### src/rtl/axi_arbiter.sv
// Two-master (IFU read, LSU read/write) to one AXI-lite slave arbiter, one transaction at a time.
// Define YSYX_23060251_ARB_RR_EN for round-robin contention between masters; otherwise m1 has fixed priority.
module axi_arbiter #(
    parameter int ADDR_W = 32,
    parameter int DATA_W = 32
) (
    input  logic                  clk,
    input  logic                  rst,
    // m0 (IFU) read
    input  logic                  m0_arvalid,
    input  logic [ADDR_W-1:0]     m0_araddr,
    output logic                  m0_arready,
    output logic                  m0_rvalid,
    output logic [DATA_W-1:0]     m0_rdata,
    output logic [1:0]            m0_rresp,
    input  logic                  m0_rready,
    // m1 (LSU) read
    input  logic                  m1_arvalid,
    input  logic [ADDR_W-1:0]     m1_araddr,
    output logic                  m1_arready,
    output logic                  m1_rvalid,
    output logic [DATA_W-1:0]     m1_rdata,
    output logic [1:0]            m1_rresp,
    input  logic                  m1_rready,
    // m1 (LSU) write
    input  logic                  m1_awvalid,
    input  logic [ADDR_W-1:0]     m1_awaddr,
    output logic                  m1_awready,
    input  logic                  m1_wvalid,
    input  logic [DATA_W-1:0]     m1_wdata,
    input  logic [DATA_W/8-1:0]   m1_wstrb,
    output logic                  m1_wready,
    output logic                  m1_bvalid,
    output logic [1:0]            m1_bresp,
    input  logic                  m1_bready,
    // slave read side
    output logic                  s_arvalid,
    output logic [ADDR_W-1:0]     s_araddr,
    input  logic                  s_arready,
    input  logic                  s_rvalid,
    input  logic [DATA_W-1:0]     s_rdata,
    input  logic [1:0]            s_rresp,
    output logic                  s_rready,
    // slave write side
    output logic                  s_awvalid,
    output logic [ADDR_W-1:0]     s_awaddr,
    input  logic                  s_awready,
    output logic                  s_wvalid,
    output logic [DATA_W-1:0]     s_wdata,
    output logic [DATA_W/8-1:0]   s_wstrb,
    input  logic                  s_wready,
    input  logic                  s_bvalid,
    input  logic [1:0]            s_bresp,
    output logic                  s_bready,
    // debug: current FSM state (0 IDLE, 1 RD0, 2 RD1, 3 WR1)
    output logic [1:0]            o_dbg_state
);

    // All channels use strict valid/ready: a beat transfers on a rising edge where
    // both are 1; once valid is raised the source holds it and its payload until that edge.
    typedef enum logic [1:0] {
        IDLE = 2'd0,
        RD0  = 2'd1,
        RD1  = 2'd2,
        WR1  = 2'd3
    } state_t;

    state_t r_state;
    logic   r_ar_done;
    logic   r_aw_done;
    logic   r_w_done;
`ifdef YSYX_23060251_ARB_RR_EN
    logic   r_ptr;  // 1: m1 favoured on the next contention
`endif

    state_t w_grant;
    state_t w_m1_pick;
    logic   w_rd_done;
    logic   w_wr_done;

    assign w_m1_pick = m1_awvalid ? WR1 : RD1;

    always_comb begin
        w_grant = IDLE;
`ifdef YSYX_23060251_ARB_RR_EN
        if ((m1_awvalid || m1_arvalid) && m0_arvalid)
            w_grant = r_ptr ? w_m1_pick : RD0;
        else if (m1_awvalid || m1_arvalid)
            w_grant = w_m1_pick;
        else if (m0_arvalid)
            w_grant = RD0;
`else
        if (m1_awvalid || m1_arvalid)
            w_grant = w_m1_pick;
        else if (m0_arvalid)
            w_grant = RD0;
`endif
    end

    assign w_rd_done = s_rvalid && (((r_state == RD0) && m0_rready) ||
                                    ((r_state == RD1) && m1_rready));
    assign w_wr_done = (r_state == WR1) && s_bvalid && m1_bready;

    always_ff @(posedge clk) begin
        if (!rst) begin
            r_state   <= IDLE;
            r_ar_done <= 1'b0;
            r_aw_done <= 1'b0;
            r_w_done  <= 1'b0;
`ifdef YSYX_23060251_ARB_RR_EN
            r_ptr     <= 1'b0;
`endif
        end else begin
            case (r_state)
                IDLE: begin
                    if (w_grant != IDLE) begin
                        r_state   <= w_grant;
                        r_ar_done <= 1'b0;
                        r_aw_done <= 1'b0;
                        r_w_done  <= 1'b0;
`ifdef YSYX_23060251_ARB_RR_EN
                        r_ptr     <= (w_grant == RD0);
`endif
                    end
                end
                RD0, RD1: begin
                    if (s_arvalid && s_arready)
                        r_ar_done <= 1'b1;
                    if (w_rd_done)
                        r_state <= IDLE;
                end
                WR1: begin
                    if (s_awvalid && s_awready)
                        r_aw_done <= 1'b1;
                    if (s_wvalid && s_wready)
                        r_w_done <= 1'b1;
                    if (w_wr_done)
                        r_state <= IDLE;
                end
                default: r_state <= IDLE;
            endcase
        end
    end

    // Response payloads are forwarded untouched; only the handshake bits are steered.
    assign m0_rdata    = s_rdata;
    assign m0_rresp    = s_rresp;
    assign m1_rdata    = s_rdata;
    assign m1_rresp    = s_rresp;
    assign m1_bresp    = s_bresp;
    assign o_dbg_state = r_state;

    always_comb begin
        s_arvalid  = 1'b0;
        s_araddr   = '0;
        s_rready   = 1'b0;
        s_awvalid  = 1'b0;
        s_awaddr   = '0;
        s_wvalid   = 1'b0;
        s_wdata    = '0;
        s_wstrb    = '0;
        s_bready   = 1'b0;
        m0_arready = 1'b0;
        m0_rvalid  = 1'b0;
        m1_arready = 1'b0;
        m1_rvalid  = 1'b0;
        m1_awready = 1'b0;
        m1_wready  = 1'b0;
        m1_bvalid  = 1'b0;
        case (r_state)
            RD0: begin
                s_arvalid  = m0_arvalid && !r_ar_done;
                s_araddr   = m0_araddr;
                m0_arready = s_arready && !r_ar_done;
                m0_rvalid  = s_rvalid;
                s_rready   = m0_rready;
            end
            RD1: begin
                s_arvalid  = m1_arvalid && !r_ar_done;
                s_araddr   = m1_araddr;
                m1_arready = s_arready && !r_ar_done;
                m1_rvalid  = s_rvalid;
                s_rready   = m1_rready;
            end
            WR1: begin
                s_awvalid  = m1_awvalid && !r_aw_done;
                s_awaddr   = m1_awaddr;
                m1_awready = s_awready && !r_aw_done;
                s_wvalid   = m1_wvalid && !r_w_done;
                s_wdata    = m1_wdata;
                s_wstrb    = m1_wstrb;
                m1_wready  = s_wready && !r_w_done;
                m1_bvalid  = s_bvalid;
                s_bready   = m1_bready;
            end
            default: ;
        endcase
    end

endmodule

### config.mk
export PLATFORM = sky130hd
export DESIGN_NAME = axi_arbiter
export DESIGN_NICKNAME = d
export VERILOG_FILES = /design/src/rtl/axi_arbiter.sv
export SDC_FILE = /design/constraint.sdc
export NUM_CORES = 1
export LEC_CHECK = 0
export CAP_MARGIN = 20
export CORE_AREA = 8 8 137 139
export CTS_BUF_LIST = sky130_fd_sc_hd__clkbuf_8
export DETAILED_ROUTE_END_ITERATION = 16
export DIE_AREA = 0 0 145 147
export GPL_ROUTABILITY_DRIVEN = 1
export PLACE_DENSITY_LB_ADDON = 0.08
export SYNTH_ARGS = -nofsm -noshare
export SYNTH_HDL_FRONTEND = slang
export SYNTH_SLANG_ARGS = --single-unit
### constraint.sdc
create_clock -name clk -period 1.4 [get_ports clk]
set_clock_uncertainty 0.05 [all_clocks]
set_input_delay 0.28 -clock clk [delete_from_list [all_inputs] [get_ports clk]]
set_output_delay 0.28 -clock clk [all_outputs]
set_load 0.005 [all_outputs]
# Yosys cells after proc, flatten, opt, wreduce, memory -nomap -nowiden

Cells that the tools add are included.

Register bits after elaboration: 5
Bits of input ports: 182
Output and inout port bits: 184

Equal/unequal tests: 9
Muxes and demuxes: 30
Reduce and logical (&&, ||, !) cells: 29

Operator list:

| operator                                                                 | number |
|---|---|
| 32-bit 2-to-1 mux                                                        | 2 |
| 32-bit case mux with 2 select lines                                      | 1 |
| 1-bit 2-to-1 mux                                                         | 16 |
| 1-bit logical AND                                                        | 15 |
| 3-bit AND reduction                                                      | 4 |
| 1-bit case mux with 2 select lines                                       | 5 |
| 2-bit 2-to-1 mux                                                         | 4 |
| 2-bit inequality test (second input constant)                            | 4 |
| 2-bit case mux with 3 select lines                                       | 1 |
| 2-bit nonzero test                                                       | 3 |
| 2-bit == test (second input constant)                                    | 2 |
| 4-bit 2-to-1 mux                                                         | 1 |
| 2-bit by 1-bit inequality test with 1-bit output (second input constant) | 2 |
| 1-bit logical NOT                                                        | 3 |
| 2-bit by 1-bit == test with 1-bit output (second input constant)         | 1 |
| 2-bit logical NOT                                                        | 1 |
| 1-bit logical OR                                                         | 2 |
| 2-bit OR reduction                                                       | 1 |

# Logic depth before layout (Yosys ltp)

Depth after elaboration: 6
Depth in mapped cells: 7

# Worst setup path after synthesis

OpenSTA, ideal clock, no wires.

Kind: register to output
Start: register r_state[0], in the netlist o_dbg_state[0]
End: output port s_araddr[0]
Arrival time: 1224 ps
Required time: 1070 ps
Setup slack: -154 ps
Stages on the path, launching flop included: 5
Buffers on the path: 1
Cell sequence: dfxtp_1 -> inv_1 -> ha_1 -> clkbuf_1 -> nor2b_1

Longest elaborated chain between the ends: 2
Elaborated cells between the ends (all ways): 3

Ends and longest elaborated chain:

| what                                                                             | RTL line | RTL |
|---|---|---|
| start, declared                                                                  | 68       | `state_t r_state;` |
| start signal, assigned                                                           | 117      | `r_state <= w_grant;` |
| 2-bit == test / 2-bit by 1-bit == test with 1-bit output (equally long branches) | 170      | `case (r_state)` |
| 32-bit case mux with 2 select lines *                                            | 170      |  |
| end, declared                                                                    | 38       | `output logic [ADDR_W-1:0] s_araddr,` |

Every way passes the cells marked *; elsewhere a longest branch is shown, timed or not.

# Worst setup path in the final report

Start: register r_state[1], in the netlist o_dbg_state[1]
End: output port s_rready

Longest elaborated chain between the ends: 2
Elaborated cells between the ends (all ways): 3

Ends and longest elaborated chain:

| what                                                                             | RTL line | RTL |
|---|---|---|
| 2-bit == test / 2-bit by 1-bit == test with 1-bit output (equally long branches) | 170      |  |
| 1-bit case mux with 2 select lines *                                             | 170      |  |
| end, declared                                                                    | 43       | `output logic s_rready,` |

Marked as above.

==> flow_summary.json <==
{
  "synth_area_sq_mm": 0.00192,
  "power.leakage_nw": 2.46,
  "antennaDiodeCount": 0,
  "synth.avg_cell_area_sq_um": 7.10,
  "ant_nets": 0,
  "clk_latency_ns": 0.22,
  "tightest_slew_ns": 0.211,
  "finalHoldViolCount": 0,
  "rows": 48,
  "final_nets": 709,
  "path_clk_slew_ns": 0.04,
  "slew_headroom": 0.859,
  "routabilityCongestion": 0.725,
  "cp_cell_sequence": "buf_6, inv_6, ha_4, buf_12, buf_16, buf_6, a22oi_2, nor2b_1, buf_2",
  "outcome": "finished with violations",
  "antenna_found_initial": 0,
  "cp_common_cell": "buf_6",
  "reg2reg_from": "o_dbg_state[1]",
  "grt_pass1_wl_um": 19400,
  "ir_worst_vdd_v": 0.000602,
  "setup_viol": 117,
  "first_iter_violations": 15,
  "first_global_vias": 3091,
  "slew_viol_final": 0,
  "drc": 0,
  "dp_hpwl_um": 9770,
  "synth.top_cell.area_share": 0.281,
  "maxCapViolCount": 0,
  "synth_nets": 457,
  "violations": "negative setup slack",
  "crit_path_end": "s_rready",
  "ys.flop_type": "dfxtp_1",
  "end_kind": "output port",
  "placed_area_sq_mm": 0.00450,
  "cts_hold_buf": 0,
  "finalWorstSetupSlack_ns": -0.534,
  "die_w_um": 145,
  "critPathLaunchType": "register",
  "place_inst": 689,
  "yosysTopAreaCell": "buf_4",
  "dr.pass1.iters": 4,
  "cts_made_buffers": 3,
  "tritoncts": "yes",
  "drive_above_1_share": 0.625,
  "grt-ovfl-total": 0,
  "cp-startpoint": "o_dbg_state[1]",
  "synth_cells": 271,
  "ys_types": 27,
  "nFillCells": 1737,
  "ys_seq_elements": 5,
  "cts_sinks": 5,
  "yosys_warnings": 0,
  "fin_crit_ns": 1.93,
  "fp.dieH_um": 147,
  "yosys-top-cells-count": "and2_1, buf_4, nor2b_1",
  "routed_wl_um": 13700,
  "critPathRequiredTime_ns": 1.07,
  "worst_hold_slack_ns": 0.450,
  "reg2reg_to": "o_dbg_state[1]",
  "dieArea_sq_mm": 0.0213,
  "pwr_density_cell_mw_per_mm2": 1320,
  "grt_start_max_net_pins": 29,
  "arrival_ns": 1.60,
  "h-tree-depth": 1,
  "io_pins": 366,
  "rsz0062_at_grt": "true",
  "avgViaCountPerCell": 3.78,
  "crit_fanout": 5,
  "period_share": 1.38,
  "core_sq_mm": 0.0168,
  "start_util": 0.115,
  "cts-root-buf": "clkbuf_8",
  "avgRoutedWirePerCell_um": 18.4,
  "port_buffers": 259,
  "final_cells": 747,
  "path_class": "reg2out",
  "vias": 2822,
  "hold_path_class": "reg2reg",
  "yosysSeqAreaShare": 0.0520,
  "cp_slowest_cell": "dfxtp_4",
  "r2r_cells": 11,
  "track_usage": 0.118,
  "final_area_sq_mm": 0.00568,
  "crit_path_max_incr_delay_ns": 0.36,
  "layout-area-overhead-vs-synth_pct": 196,
  "async_reset_ff_frac": 0,
  "max_freq_ghz": 0.517,
  "synth-edff-count": 0,
  "ff2ff_setup_slack_ns": -0.39,
  "synth_area_leaders": "buf_4, and2_1, a22oi_1",
  "cts-root-to-sink-buffers": 2
}
==> per-layer routing <==
| layer | share of wire | global-route usage |
|---|---|---|
| met1 | 0.33 | 0.109 |
| met2 | 0.55 | 0.228 |
| met3 | 0.097 | 0.0498 |
| met4 | 0.021 | 0.0405 |
| met5 | 0 | 0 |
==> layout make-up <==
cell class,instances,area [sq um],share of cell area
clock inverter,1,3.75,0.000661
multi-input combinational,173,1690,0.298
inverter,3,16.3,0.00286
clock buffer,3,41.3,0.00727
timing repair buffer,337,3540,0.623
sequential,5,108,0.0189
tap,225,282,0.0495
==> critical path, delay by kind of cell (launching register included) <==
family | cells | cell delay, ns
AO/OA/AOI/OAI | 1 | 0.13
adder cells (fa/ha/maj) | 1 | 0.18
buffers and inverters | 6 | 0.65
flip-flops | 1 | 0.36
AND/OR/NAND/NOR | 1 | 0.07
==> where the power goes <==
group | total (W) | internal [W] | switching [W] | leakage (nW)
Combinational | 0.00701 | 0.00441 | 0.00261 | 2.39
Sequential | 0.000237 | 0.000197 | 0.0000398 | 0.0421
Clock | 0.000264 | 0.000188 | 0.0000758 | 0.0269
==> flip-flops by register name, summed over array words and instances, names as in the netlist <==
| signal | cells |
|---|---|
| o_dbg_state | 2 |
| r_ar_done | 1 |
| r_aw_done | 1 |
| r_w_done | 1 |
==> placed cells by master, fill, tap and decap left out, drive strengths merged, types with 2 or more instances in the layout <==
master / count
clkdlybuf4s50: 144
clkbuf: 11
and3b: 6
a22oi: 35
o21ai: 2
mux2i: 2
dfxtp: 5
and2: 72
buf: 184
nand2: 6
inv: 4
nor2b: 34
ha: 4
o211ai: 3
==> through the flow <==
step | TNS [ns] | util | power (W) | setup WS, ns
2_1_floorplan | -0.0619 | - | 0.00235 | -0.0160
3_3_place_gp | -52.25 | 0.268 | 0.00439 | -0.603
3_5_place_dp | -53.78 | 0.268 | 0.00435 | -0.643
4_1_cts | -48.88 | 0.314 | 0.00709 | -0.620
5_1_grt | -50.72 | 0.339 | 0.00801 | -0.602
6_report | -44.74 | 0.339 | 0.00751 | -0.534
==> what timing repair did <==
action	4_1_cts	5_1_grt
resized for setup	507	184
setup endpoints to repair	119	119
pin swaps	10	21
cloned	12	4
buffers inserted	38	8
==> worst min path at each step <==
stage	start	end	slack, ns	cells after the start
2_1_floorplan	s_arready	r_ar_done	0.36	2
6_report	r_ar_done	r_ar_done	0.45	2
3_5_place_dp	r_ar_done	r_ar_done	0.45	2
5_1_grt	r_ar_done	r_ar_done	0.50	2
4_1_cts	r_ar_done	r_ar_done	0.46	2
3_3_place_gp	r_ar_done	r_ar_done	0.46	2
==> kinds of logic (layout without fill, tap and decap cells) <==
group / Yosys count / after routing / synth area share
and+or+nand+nor: 123 / 123 / 0.404
buffers and inverters: 93 / 344 / 0.328
AOI/OAI and AO/OA: 43 / 43 / 0.174
DFF: 5 / 5 / 0.0521
adders and majority gates: 4 / 4 / 0.0260
muxes: 3 / 3 / 0.0163
Note: power is estimated with default switching activity, not from simulation.
